==> config.mk <==
export PLATFORM = sky130hd
export DESIGN_NAME = afe_sequence_controller_flat
export DESIGN_NICKNAME = d
export VERILOG_FILES = /design/src/rtl/afe_sequence_controller_if.sv /design/src/rtl/afe_sequence_controller.sv /design/src/flat_wrapper.sv
export SDC_FILE = /design/constraint.sdc
export NUM_CORES = 1
export LEC_CHECK = 0
export ABC_AREA = 1
export CAP_MARGIN = 10
export CORE_MARGIN = 1
export CORE_UTILIZATION = 53
export DETAILED_ROUTE_END_ITERATION = 8
export GPL_ROUTABILITY_DRIVEN = 0
export PLACE_DENSITY_LB_ADDON = 0.1
export SYNTH_ARGS = -nofsm -noshare
export SYNTH_HDL_FRONTEND = slang
export SYNTH_SLANG_ARGS = --single-unit
==> constraint.sdc <==
create_clock -name clk -period 1.8 [get_ports clk]
set_input_delay 0.27 -clock clk [delete_from_list [all_inputs] [get_ports clk]]
set_output_delay 0.27 -clock clk [all_outputs]
set_load 0.02 [all_outputs]
==> src/rtl/afe_sequence_controller_if.sv <==
// Bus between the AFE sequence controller, its synchronous command ROM and
// the AFE serial engine.
//   rom_address       : controller -> ROM, word address
//   rom_data          : ROM -> controller, {opcode[3:0], payload[CMD_WIDTH-1:0]}
//   serial_ready      : serial engine -> controller, idle/ready level
//   afe_command       : controller -> serial engine, payload of the last SEND
//   start_transaction : controller -> serial engine, one-cycle start pulse
interface afe_sequence_controller_if #(
    parameter int unsigned ADDR_WIDTH = 8,
    parameter int unsigned CMD_WIDTH  = 20
);
    logic [ADDR_WIDTH-1:0] rom_address;
    logic [CMD_WIDTH+3:0]  rom_data;
    logic                  serial_ready;
    logic [CMD_WIDTH-1:0]  afe_command;
    logic                  start_transaction;

    // Controller side
    modport master (
        output rom_address,
        input  rom_data,
        input  serial_ready,
        output afe_command,
        output start_transaction
    );

    // ROM / serial engine side
    modport slave (
        input  rom_address,
        output rom_data,
        output serial_ready,
        input  afe_command,
        input  start_transaction
    );
endinterface

==> src/rtl/afe_sequence_controller.sv <==
// ROM-driven AFE command sequencer. Fetches {opcode, payload} words from a
// synchronous command ROM and issues SEND transactions to the AFE serial
// engine; supports DELAY, JUMP and DONE opcodes, a serial-ready timeout, an
// address-overflow guard and a synchronous restart.
// Ports:
//   clk        : system clock, rising edge
//   reset_n    : asynchronous active-low reset
//   enable     : start the sequence, sampled only in IDLE
//   restart    : synchronous abort/rearm, highest non-reset priority
//   bus        : ROM / serial engine bus (master side)
//   busy       : decoded from state, high outside IDLE/DONE
//   done       : registered level, high in DONE
//   error_code : 00 none, 01 invalid opcode, 10 ready timeout, 11 addr overflow
module afe_sequence_controller #(
    parameter int unsigned ADDR_WIDTH    = 8,
    parameter int unsigned CMD_WIDTH     = 20,
    parameter int unsigned DELAY_WIDTH   = 16,
    parameter int unsigned READY_TIMEOUT = 4096
) (
    input  logic                      clk,
    input  logic                      reset_n,
    input  logic                      enable,
    input  logic                      restart,
    afe_sequence_controller_if.master bus,
    output logic                      busy,
    output logic                      done,
    output logic [1:0]                error_code
);

    localparam int unsigned OP_W     = 4;
    localparam int unsigned TMO_W    = (READY_TIMEOUT > 1) ? $clog2(READY_TIMEOUT) : 1;
    localparam int unsigned TMO_LAST = (READY_TIMEOUT > 0) ? READY_TIMEOUT - 1 : 0;
    localparam bit          TMO_EN   = (READY_TIMEOUT != 0);

    localparam logic [TMO_W-1:0] TMO_LAST_V = TMO_W'(TMO_LAST);

    localparam logic [OP_W-1:0] OP_DONE  = 4'b0000;
    localparam logic [OP_W-1:0] OP_SEND  = 4'b0001;
    localparam logic [OP_W-1:0] OP_DELAY = 4'b0010;
    localparam logic [OP_W-1:0] OP_JUMP  = 4'b0011;

    localparam logic [1:0] ERR_NONE     = 2'b00;
    localparam logic [1:0] ERR_INVALID  = 2'b01;
    localparam logic [1:0] ERR_TIMEOUT  = 2'b10;
    localparam logic [1:0] ERR_OVERFLOW = 2'b11;

    typedef enum logic [2:0] {
        ST_IDLE       = 3'd0,
        ST_WAIT_READY = 3'd1,
        ST_FETCH      = 3'd2,
        ST_DECODE     = 3'd3,
        ST_WAIT_BUSY  = 3'd4,
        ST_DELAY      = 3'd5,
        ST_DONE       = 3'd6
    } state_t;

    state_t state_q;
    state_t state_next;

    logic [ADDR_WIDTH-1:0]  rom_address_q, rom_address_d;
    logic [CMD_WIDTH-1:0]   afe_command_q, afe_command_d;
    logic                   start_q, start_d;
    logic                   done_q, done_d;
    logic [1:0]             error_q, error_d;
    logic [DELAY_WIDTH-1:0] delay_cnt_q, delay_cnt_d;
    logic [TMO_W-1:0]       tmo_cnt_q, tmo_cnt_d;

    logic [OP_W-1:0]        opcode;
    logic [CMD_WIDTH-1:0]   payload;
    logic [DELAY_WIDTH-1:0] delay_n;
    logic [ADDR_WIDTH-1:0]  jump_target;
    logic                   addr_last;
    logic                   tmo_expired;
    logic                   in_wait;

    // ROM word fields and shared decode terms
    assign opcode      = bus.rom_data[CMD_WIDTH+OP_W-1:CMD_WIDTH];
    assign payload     = bus.rom_data[CMD_WIDTH-1:0];
    assign delay_n     = payload[DELAY_WIDTH-1:0];
    assign jump_target = payload[ADDR_WIDTH-1:0];
    assign addr_last   = (rom_address_q == '1);
    assign tmo_expired = TMO_EN && (tmo_cnt_q == TMO_LAST_V);
    assign in_wait     = (state_q == ST_WAIT_READY) || (state_q == ST_WAIT_BUSY);

    // State register
    always_ff @(posedge clk or negedge reset_n) begin
        if (!reset_n) begin
            state_q <= ST_IDLE;
        end else begin
            state_q <= state_next;
        end
    end

    // Next-state logic
    always_comb begin
        state_next = state_q;
        case (state_q)
            ST_IDLE: begin
                if (enable) begin
                    state_next = ST_WAIT_READY;
                end
            end
            ST_WAIT_READY: begin
                if (bus.serial_ready) begin
                    state_next = ST_FETCH;
                end else if (tmo_expired) begin
                    state_next = ST_DONE;
                end
            end
            ST_FETCH: begin
                state_next = ST_DECODE;
            end
            ST_DECODE: begin
                case (opcode)
                    OP_DONE:  state_next = ST_DONE;
                    OP_SEND:  state_next = addr_last ? ST_DONE : ST_WAIT_BUSY;
                    OP_DELAY: begin
                        if (addr_last) begin
                            state_next = ST_DONE;
                        end else if (delay_n == '0) begin
                            state_next = ST_WAIT_READY;
                        end else begin
                            state_next = ST_DELAY;
                        end
                    end
                    OP_JUMP:  state_next = ST_WAIT_READY;
                    default:  state_next = ST_DONE;
                endcase
            end
            ST_WAIT_BUSY: begin
                // Ready must fall to acknowledge the start, so a stale ready
                // level cannot launch the next fetch.
                if (!bus.serial_ready) begin
                    state_next = ST_WAIT_READY;
                end else if (tmo_expired) begin
                    state_next = ST_DONE;
                end
            end
            ST_DELAY: begin
                if (delay_cnt_q <= DELAY_WIDTH'(1)) begin
                    state_next = ST_WAIT_READY;
                end
            end
            ST_DONE: begin
                state_next = ST_DONE;
            end
            default: begin
                state_next = ST_IDLE;
            end
        endcase
        if (restart) begin
            state_next = ST_IDLE;
        end
    end

    // Output / datapath next values
    always_comb begin
        rom_address_d = rom_address_q;
        afe_command_d = afe_command_q;
        start_d       = 1'b0;
        error_d       = error_q;
        delay_cnt_d   = delay_cnt_q;
        // Counts consecutive cycles spent in one wait state; any transition clears it
        tmo_cnt_d     = (in_wait && (state_next == state_q)) ? tmo_cnt_q + TMO_W'(1) : '0;
        done_d        = (state_next == ST_DONE);

        case (state_q)
            ST_WAIT_READY: begin
                if (!bus.serial_ready && tmo_expired) begin
                    error_d = ERR_TIMEOUT;
                end
            end
            ST_DECODE: begin
                case (opcode)
                    OP_DONE: begin
                        error_d = ERR_NONE;
                    end
                    OP_SEND: begin
                        if (addr_last) begin
                            error_d = ERR_OVERFLOW;
                        end else begin
                            afe_command_d = payload;
                            start_d       = 1'b1;
                            rom_address_d = rom_address_q + ADDR_WIDTH'(1);
                        end
                    end
                    OP_DELAY: begin
                        if (addr_last) begin
                            error_d = ERR_OVERFLOW;
                        end else begin
                            delay_cnt_d   = delay_n;
                            rom_address_d = rom_address_q + ADDR_WIDTH'(1);
                        end
                    end
                    OP_JUMP: begin
                        rom_address_d = jump_target;
                    end
                    default: begin
                        error_d = ERR_INVALID;
                    end
                endcase
            end
            ST_WAIT_BUSY: begin
                if (bus.serial_ready && tmo_expired) begin
                    error_d = ERR_TIMEOUT;
                end
            end
            ST_DELAY: begin
                delay_cnt_d = delay_cnt_q - DELAY_WIDTH'(1);
            end
            default: begin
            end
        endcase

        // Abort/rearm; the last command word is deliberately kept
        if (restart) begin
            rom_address_d = '0;
            start_d       = 1'b0;
            done_d        = 1'b0;
            error_d       = ERR_NONE;
            delay_cnt_d   = '0;
            tmo_cnt_d     = '0;
        end
    end

    // Output and counter registers
    always_ff @(posedge clk or negedge reset_n) begin
        if (!reset_n) begin
            rom_address_q <= '0;
            afe_command_q <= '0;
            start_q       <= 1'b0;
            done_q        <= 1'b0;
            error_q       <= ERR_NONE;
            delay_cnt_q   <= '0;
            tmo_cnt_q     <= '0;
        end else begin
            rom_address_q <= rom_address_d;
            afe_command_q <= afe_command_d;
            start_q       <= start_d;
            done_q        <= done_d;
            error_q       <= error_d;
            delay_cnt_q   <= delay_cnt_d;
            tmo_cnt_q     <= tmo_cnt_d;
        end
    end

    assign bus.rom_address       = rom_address_q;
    assign bus.afe_command       = afe_command_q;
    assign bus.start_transaction = start_q;
    assign done                  = done_q;
    assign error_code            = error_q;
    assign busy                  = (state_q != ST_IDLE) && (state_q != ST_DONE);

endmodule

==> src/flat_wrapper.sv <==
// flat-port wrapper written by rule: the top's interface ports become plain ports
module afe_sequence_controller_flat 
#(
    parameter int unsigned ADDR_WIDTH    = 8,
    parameter int unsigned CMD_WIDTH     = 20,
    parameter int unsigned DELAY_WIDTH   = 16,
    parameter int unsigned READY_TIMEOUT = 4096
)
  (clk, reset_n, enable, restart, busy, done, error_code, bus_rom_address, bus_rom_data, bus_serial_ready, bus_afe_command, bus_start_transaction);
  afe_sequence_controller_if #(.ADDR_WIDTH(ADDR_WIDTH), .CMD_WIDTH(CMD_WIDTH)) bus_i ();
  input  logic clk;
  input  logic reset_n;
  input  logic enable;
  input  logic restart;
  output logic busy;
  output logic done;
  output logic [1:0] error_code;
  output wire logic [$bits(bus_i.rom_address)-1:0] bus_rom_address;
  input wire logic [$bits(bus_i.rom_data)-1:0] bus_rom_data;
  input wire logic [$bits(bus_i.serial_ready)-1:0] bus_serial_ready;
  output wire logic [$bits(bus_i.afe_command)-1:0] bus_afe_command;
  output wire logic [$bits(bus_i.start_transaction)-1:0] bus_start_transaction;
  assign bus_rom_address = bus_i.rom_address;
  assign bus_i.rom_data = bus_rom_data;
  assign bus_i.serial_ready = bus_serial_ready;
  assign bus_afe_command = bus_i.afe_command;
  assign bus_start_transaction = bus_i.start_transaction;
  afe_sequence_controller #(.ADDR_WIDTH(ADDR_WIDTH), .CMD_WIDTH(CMD_WIDTH), .DELAY_WIDTH(DELAY_WIDTH), .READY_TIMEOUT(READY_TIMEOUT)) u_core (.clk(clk), .reset_n(reset_n), .enable(enable), .restart(restart), .bus(bus_i), .busy(busy), .done(done), .error_code(error_code));
endmodule
==> results.json <==
{
  "grt_pass1_vias": 3531,
  "synth_top_area_share_pct": 44.1,
  "p_leak_uw": 0.00235,
  "p_sw_share_pct": 29.2,
  "fill_cells": 436,
  "synth_cell_types": 39,
  "layout_setup_ws_ns": -0.0376,
  "yosysTopAreaCell": "dfrtp_1",
  "placementRows": 29,
  "final_antenna_net_count": 0,
  "track_usage_pct": 28.6,
  "ys.flop_type": "dfrtp_1",
  "fin_crit_sh_pct": 102,
  "die_width_um": 84.1,
  "vias_per_cell": 5.45,
  "drv_slew": 0,
  "violations": "DRC, setup timing",
  "drt-pass1-iter-count": 6,
  "clockPowerShare_pct": 35.6,
  "yosysSeqAreaShare_pct": 44.1,
  "regToRegSetupSlack_ns": -0.04,
  "status": "finished, violations left",
  "area_delta_synth_final_pct": 43.7,
  "hold_violations": 0,
  "netlist_instances": 457,
  "synth_area_um2": 3570,
  "start_util_pct": 55.6,
  "ys_warn_count": 0,
  "cp.arrival_ns": 2.07,
  "grt_overflow": 0,
  "tritoncts": "yes",
  "dieArea_um2": 7070,
  "synth_edf_count": 0,
  "layout.cells.non_filler": 663,
  "place_hpwl_um": 6720,
  "setup_viol": 3,
  "io_pins": 62,
  "drv_cap": 0,
  "slew_headroom_pct": 75.6,
  "grt_max_degree": 64,
  "clk_pin_slew_worst_paths_ns": 0.08,
  "peakVddDrop_mv": 0.430,
  "clkSinkCount": 63,
  "first_iter_violations": 220,
  "port_buffers": 61,
  "sequentialPowerShare_pct": 41.8,
  "place_ws_ns": -0.189,
  "ys_ff_latch": 63,
  "p_sw_uw": 1100,
  "seq_area_um2": 1580,
  "p_int_uw": 2660,
  "hp-class": "in -> async",
  "syn-mean-instance-area_um2": 7.81,
  "worstSetupPathType": "reg -> reg",
  "fin_util_pct": 79.9,
  "worst_pin_slew_ns": 0.364,
  "critPathLaunchType": "flop",
  "synth_common_cells": "nand2_1, dfrtp_1, inv_1, nor2_1, o21ai_0",
  "diodes": 0,
  "cts.path.max_buffers": 2,
  "finalSetupTns_ns": -0.0665,
  "clock.fmax_ghz": 0.544,
  "wirelength_um": 9730,
  "p_per_area_nw_per_um2": 733,
  "yosysMostFrequentCell": "nand2_1",
  "ys_async_sr_fraction_pct": 100,
  "combPwrFrac_pct": 22.6,
  "antenna_found_initial": 0,
  "ctsHtreeMaxLevel": 3,
  "cts-root-buf": "clkbuf_8",
  "syn_nets": 490,
  "multi_input_area_um2": 1860,
  "vias": 3616,
  "drc": 8,
  "crit_fanout": 4,
  "endpoint_kind": "flop",
  "min_period_ns": 1.84,
  "nNetsFinal": 615,
  "synth_area_leaders": "dfrtp_1, nand2_1, o21ai_0",
  "cts_buffers": 9,
  "clkLatencyLatePin_ns": 0.35,
  "worst-endpoint-required_ns": 2.03,
  "p_total_uw": 3760,
  "dp.cells": 637,
  "drive_gt1_share_pct": 27.0,
  "rsz0062_at_grt": "true",
  "grt_pass1_wl_um": 16000,
  "finalClockSkew_ns": 0.0138,
  "design.core.area_um2": 6420,
  "die_y_um": 84.1,
  "drt-wirelength-per-cell_um": 14.7
}
==> final timing paths <==
| kind | start | end | depth (start not counted) |
|---|---|---|---|
| worst min-delay path | reset_n | u_core.bus.afe_command[19] | 3 |
| worst max register to register | u_core.tmo_cnt_q[0] | u_core.done | 15 |
| min in group clk | u_core.bus.afe_command[0] | u_core.bus.afe_command[0] | 2 |
| worst max-delay path | u_core.tmo_cnt_q[0] | u_core.done | 15 |
| max in group asynchronous | reset_n | u_core.state_q[0] | 3 |
| worst min register to register | u_core.bus.afe_command[0] | u_core.bus.afe_command[0] | 2 |
==> area by class of cell <==
class / count / area share (%)
multi-input combinational: 319 / 36.2
sequential: 63 / 30.8
timing repair buffer: 125 / 22.4
inverter: 64 / 4.75
clock buffer: 11 / 2.56
tap: 77 / 1.88
clock inverter: 4 / 1.41
==> metrics by stage <==
step / area, um2 / hold WS, ns
final: 5130 / 0.464
after global routing: 5130 / 0.508
after CTS: 5010 / 0.479
after detailed placement: 4660 / 0.311
after global placement: 4660 / 0.313
after floorplan: 3570 / -0.0256
==> kinds of logic after synthesis <==
family | Yosys count | share of synthesized area (%)
flip-flops | 63 | 44.1
multiplexers | 9 | 2.84
adder cells (fa/ha/maj) | 4 | 1.40
AND/OR/NAND/NOR | 198 | 25.3
XOR/XNOR | 12 | 2.94
AO/OA/AOI/OAI | 96 | 15.1
buffers and inverters | 75 | 8.27
==> flip-flops by register name, indices dropped and copies added, names as in the netlist <==
signal	count
u_core.bus.afe_command	20
u_core.delay_cnt_q	16
u_core.tmo_cnt_q	12
u_core.bus.rom_address	8
u_core.state_q	3
u_core.error_code	2
u_core.bus.start_transaction	1
u_core.done	1
==> repair_timing <==
action                                  in CTS  in global routing
pin swaps                                    3                 12
endpoints found under the hold margin       63                  0
resized for setup                           16                 39
endpoints found under the setup margin      13                 32
gates cloned                                 1                  0
hold buffers                                 1                  0
setup buffers                                7                  2
==> metal layers <==
layer  global-route usage [%]  wire [um]  share of wire [%]
met5                        0          0                  0
met4                     13.0        269                2.8
met3                     5.64        556                5.7
met2                     48.4       4870                 50
met1                     35.4       4030                 41
==> power groups by stage <==
stage	logic [uW]	clock network [uW]	registers, uW
finish	850	1340	1570
global route	935	1400	1580
CTS	807	1340	1570
detailed placement	755	0	1590
global placement	740	0	1590
floorplan	353	0	1620
==> placed cells by master, fill, tap and decap left out, drive strengths merged <==
| master | netlist | routed |
|---|---|---|
| a21o | 1 | 1 |
| a21oi | 17 | 17 |
| a22oi | 1 | 1 |
| a2bb2oi | 1 | 1 |
| a31oi | 1 | 1 |
| buf | 5 | 63 |
| bufinv | 0 | 2 |
| clkbuf | 6 | 12 |
| clkdlybuf4s15 | 0 | 1 |
| clkdlybuf4s50 | 0 | 59 |
| clkinv | 1 | 2 |
| clkinvlp | 0 | 1 |
| dfrtp | 63 | 63 |
| dlygate4sd3 | 0 | 1 |
| ha | 4 | 4 |
| inv | 63 | 63 |
| mux2 | 9 | 9 |
| nand2 | 98 | 98 |
| nand3 | 25 | 25 |
| nand3b | 2 | 2 |
| nand4 | 3 | 3 |
| nor2 | 61 | 61 |
| nor3 | 7 | 7 |
| o211ai | 5 | 5 |
| o21ai | 51 | 51 |
| o221ai | 1 | 1 |
| o22ai | 17 | 17 |
| o31ai | 1 | 1 |
| or2 | 2 | 2 |
| xnor2 | 3 | 3 |
| xor2 | 9 | 9 |
==> critical path, cell delays in order (launching register included) <==
cell	delay (ns)
dfrtp_1	0.39
ha_2	0.20
nand2_2	0.08
nor2_4	0.05
nand3_4	0.10
nand2_1	0.05
nand2_1	0.05
nand2_1	0.06
nand2_1	0.10
nand2_2	0.06
buf_4	0.13
buf_6	0.10
buf_4	0.12
buf_4	0.12
inv_2	0.06
nor3_2	0.04
Note: power is estimated with default switching activity, not from simulation.
